===== src/rtl/instr_fetch_unit.sv =====
// Instruction fetch: owns the PC, drives the combinational ROM, and registers each word with its PC one edge after issue.
// A stall holds PC and outputs; a redirect reloads the PC and flushes the output word. Fetching halts after END_PC is issued.
module instr_fetch_unit #(
    parameter logic [31:0] RESET_PC = 32'h0,
    parameter logic [31:0] END_PC   = 32'h20
) (
    input  logic        clk,
    input  logic        reset,
    output logic [31:0] rom_addr,
    output logic        rom_en,
    input  logic [31:0] rom_data,
    input  logic        stall,
    input  logic        redirect_valid,
    input  logic [31:0] redirect_target,
    output logic        instr_valid,
    output logic [31:0] instr_out,
    output logic [31:0] instr_pc,
    output logic        halted
);

    typedef enum logic [1:0] {
        ST_IDLE  = 2'd0,
        ST_FETCH = 2'd1,
        ST_HALT  = 2'd2
    } state_t;

    state_t      state_q, state_d;
    logic [31:0] pc_q, pc_d;
    logic        instr_valid_q, instr_valid_d;
    logic [31:0] instr_out_q, instr_out_d;
    logic [31:0] instr_pc_q, instr_pc_d;
    logic [31:0] redirect_pc;

    // Targets are word addresses; the byte offset is dropped without complaint.
    assign redirect_pc = redirect_target & ~32'h3;

    always_comb begin
        state_d       = state_q;
        pc_d          = pc_q;
        instr_valid_d = instr_valid_q;
        instr_out_d   = instr_out_q;
        instr_pc_d    = instr_pc_q;
        unique case (state_q)
            ST_IDLE: begin
                state_d = ST_FETCH;
            end
            ST_FETCH: begin
                if (redirect_valid) begin
                    pc_d          = redirect_pc;
                    instr_valid_d = 1'b0;
                end else if (!stall) begin
                    instr_out_d   = rom_data;
                    instr_pc_d    = pc_q;
                    instr_valid_d = 1'b1;
                    pc_d          = pc_q + 32'd4;
                    if (pc_q == END_PC) begin
                        state_d = ST_HALT;
                    end
                end
            end
            ST_HALT: begin
                // The END_PC word is shown for exactly one HALT cycle.
                instr_valid_d = 1'b0;
                if (redirect_valid) begin
                    pc_d    = redirect_pc;
                    state_d = ST_FETCH;
                end
            end
            default: begin
                state_d = ST_IDLE;
            end
        endcase
    end

    always_ff @(posedge clk) begin
        if (reset) begin
            state_q       <= ST_IDLE;
            pc_q          <= RESET_PC;
            instr_valid_q <= 1'b0;
            instr_out_q   <= 32'h0;
            instr_pc_q    <= 32'h0;
        end else begin
            state_q       <= state_d;
            pc_q          <= pc_d;
            instr_valid_q <= instr_valid_d;
            instr_out_q   <= instr_out_d;
            instr_pc_q    <= instr_pc_d;
        end
    end

    assign rom_addr    = pc_q;
    assign rom_en      = (state_q == ST_FETCH);
    assign halted      = (state_q == ST_HALT);
    assign instr_valid = instr_valid_q;
    assign instr_out   = instr_out_q;
    assign instr_pc    = instr_pc_q;

endmodule


===== config.mk =====
export PLATFORM = sky130hd
export DESIGN_NAME = instr_fetch_unit
export DESIGN_NICKNAME = d
export VERILOG_FILES = /design/src/rtl/instr_fetch_unit.sv
export SDC_FILE = /design/constraint.sdc
export NUM_CORES = 1
export LEC_CHECK = 0
export CORE_MARGIN = 4
export CORE_UTILIZATION = 30
export DETAILED_ROUTE_END_ITERATION = 8
export SETUP_SLACK_MARGIN = 0.2
export SKIP_LAST_GASP = 1
export SYNTH_ARGS = -nofsm -noshare
export SYNTH_HDL_FRONTEND = slang
export SYNTH_SLANG_ARGS = --single-unit

===== constraint.sdc =====
create_clock -name clk -period 4.79 [get_ports clk]
set_clock_uncertainty 0.05 [all_clocks]
set_input_delay 0.958 -clock clk [delete_from_list [all_inputs] [get_ports clk]]
set_output_delay 0.958 -clock clk [all_outputs]
set_load 0.01 [all_outputs]

==> out/qor.yml <==
die_w_um: 131.3
synth_area_mm2: 0.004558
drc: 0
finalInstanceArea_mm2: 0.006484
slowest_stage: "clkdlybuf4s50_1"
max_cap_violations: 0
viasPerCell: 5.417
yosysSeqAreaShare_pct: 41.72
critPathKind: "in2reg"
worst_ep_required_time_ps: 4980
yosys_warnings: 0
drive_above_1_share_pct: 5.439
cp_cell_sequence: "clkdlybuf4s50_1, buf_4, or2_2, nor2_1, nand4_1, o2111a_1"
grt_max_degree: 50
port_buffers: 160
core_region_area_mm2: 0.01470
synth.largest_area_cell: "dfxtp_1"
hpwl_um: 11630
powerDensity_mw_per_mm2: 334.8
slowest_delay_ps: 580
start_kind: "input port"
ios: 167
end_kind: "register"
async_flop_share_pct: 0
synthTopCellsByCount: "nand2_1 (138), dfxtp_1 (95), a21oi_1 (76), clkbuf_1 (35), o21ai_0 (21)"
post_cts_buffers: 0
synthDominantCellAreaShare_pct: 41.72
cts_root_buffer: "clkbuf_16"
fill_cells: 1442
die_h_um: 131.3
critical-path-top-delay-family: "simple AND/OR/NAND/NOR gates"
crit_path_end: "rom_addr[14]"
dieArea_mm2: 0.01723
ys_ff_latch: 95
syn_avg_cell_area_um2: 7.818
synth_edf_count: 0
antenna_cells: 0
r2r_end: "rom_addr[21]"
cts_sinks: 95
rsz0062_at_grt: "no"
antenna_found_initial: 0
routabilityCongestion: 0.8804
post_cts_resized: 0
drv_slew: 0
setup_viol_count_final: 0
max_slew_margin_pct: 22.82
setup_tns_ps: 0
worst_pin_slew_ps: 1147
finalWirelength_um: 16220
cts_hold_buf: 0
seq_area_mm2: 0.001902
grtUsageTotal_pct: 18.43
timing.critical_path.buf_inv: 2
holdWs_ps: 404.6
cts_tree: "done"
ir_drop_v: 0.0001814
synthFlopType: "dfxtp_1"
htree_levels: 3
ys_types: 60
drt_first_pass_iters: 5
hp-class: "reg2reg"
path_depth: 6
crit_start: "redirect_valid"
synth_cells: 583
clkTransAtPathRegs_ps: 70
synthTopCellsByArea: "dfxtp_1 (42%), nand2_1 (11%), a21oi_1 (8.3%)"
finalHoldViolCount: 0
yosysMostFrequentCell: "nand2_1"
r2r_cells: 5
placed_area_mm2: 0.006196
p_leak_nw: 2.106
grt-ovfl-total: 0
clk_path_buf_depth: 2
syn_to_final_growth_pct: 42.25
numCtsBuffers: 9
drtIter0Drc: 363
min_period_ps: 2950
r2r_start: "state_q[0]"
setup_ws_ps: 1840
cp_max_fo: 20
grt_pass1_vias: 4890
multiInputGateArea_mm2: 0.002362
fmaxAchievable_mhz: 339.0
period_share_pct: 61.58
preCtsSetupSlack_ps: 1546
drt-wirelength-per-cell_um: 18.00
start_util_pct: 31.01
status: "completed"
nNetsFinal: 786
ff2ff_setup_slack_ps: 2140
grt_pass1_wl_um: 26120
clock_latency_ps: 350
final_core_util_pct: 44.11
rows: 44
cp_data_arrival_time_ps: 3130
antenna_left: 0
vias: 4881
## layout make-up
class	count	share of cell area, %
multi-input cells	427	36.43
flip-flops and latches	95	29.33
repair buffers	169	25.67
well taps	184	3.551
clock buffers	9	3.474
clock inverters	7	0.9649
inverters	10	0.5789
## sequential cells by signal, summed over array words and instances (netlist names)
name and flops:
instr_valid 1, state_q 2, rom_addr 30, instr_out 32, instr_pc 30
## stage by stage
| stage | power, mW | std cells |
|---|---|---|
| 3_5_place_dp | 1.482 | 885 |
| 4_1_cts | 2.196 | 901 |
| 5_1_grt | 2.292 | 901 |
| 2_1_floorplan | 1.223 | 586 |
| 3_3_place_gp | 1.470 | 885 |
| 6_report | 2.171 | 901 |
## where the power goes
part | leakage, nW | switching [mW] | internal (mW)
Clock | 0.144 | 0.336 | 0.364
Combinational | 1.19 | 0.272 | 0.250
Sequential | 0.771 | 0.102 | 0.848
## worst reg2reg max path, stage by stage, from the launching register on
cell and delay, ps:
dfxtp_1 430, ha_1 470, a21oi_1 260, o21ai_1 890
o41ai_1 220, and3_1 220
## layout by cell type (no fill, tap or decap), types with 4 or more instances in the layout
cell             count
a211oi_1            12
a21oi_1             76
a311oi_1             6
and2_1               5
and3_1               6
and4_1               7
buf_4                9
clkbuf_16            9
clkdlybuf4s50_1    159
conb_1               4
dfxtp_1             95
ha_1                 6
inv_1               10
nand2_1            137
nand2b_1             4
nand3_1              8
nand3b_1             4
nand4_1             17
nor2_1              16
nor3_1              12
nor4_1              14
o2111ai_1            4
o211ai_1             5
o21ai_0             20
o22ai_1              4
o31ai_1              5
or3_1                5
## how the worst min path moves through the flow
| stage | start | end | slack, ps | cells past startpoint |
|---|---|---|---|---|
| after floorplan | instr_out[0] | instr_out[0] | 430 | 2 |
| after global placement | instr_pc[8] | instr_pc[8] | 390 | 2 |
| after detailed placement | instr_pc[5] | instr_pc[5] | 400 | 2 |
| after CTS | instr_pc[5] | instr_pc[5] | 410 | 2 |
| after global routing | instr_pc[23] | instr_pc[23] | 430 | 2 |
| final | instr_out[0] | instr_out[0] | 400 | 2 |
## routing by layer
metal	vias up	share of wire (%)	GRT usage, %
li1	2348	-	-
met3	15	8.6	6.651
met2	235	47	30.10
met4	0	0.72	4.784
met1	2283	44	23.25
met5	-	0	0
## cell families after synthesis
group                      count (synthesis)  share of synthesized area, %
muxes                                      2                        0.4666
adders and majority gates                  6                         1.647
DFF                                       95                         41.72
buffers and inverters                     64                         6.780
and+or+nand+nor                          254                         27.26
AOI/OAI and AO/OA                        161                         22.04
other                                      1                       0.08227
(Power assumes the default switching activity.)
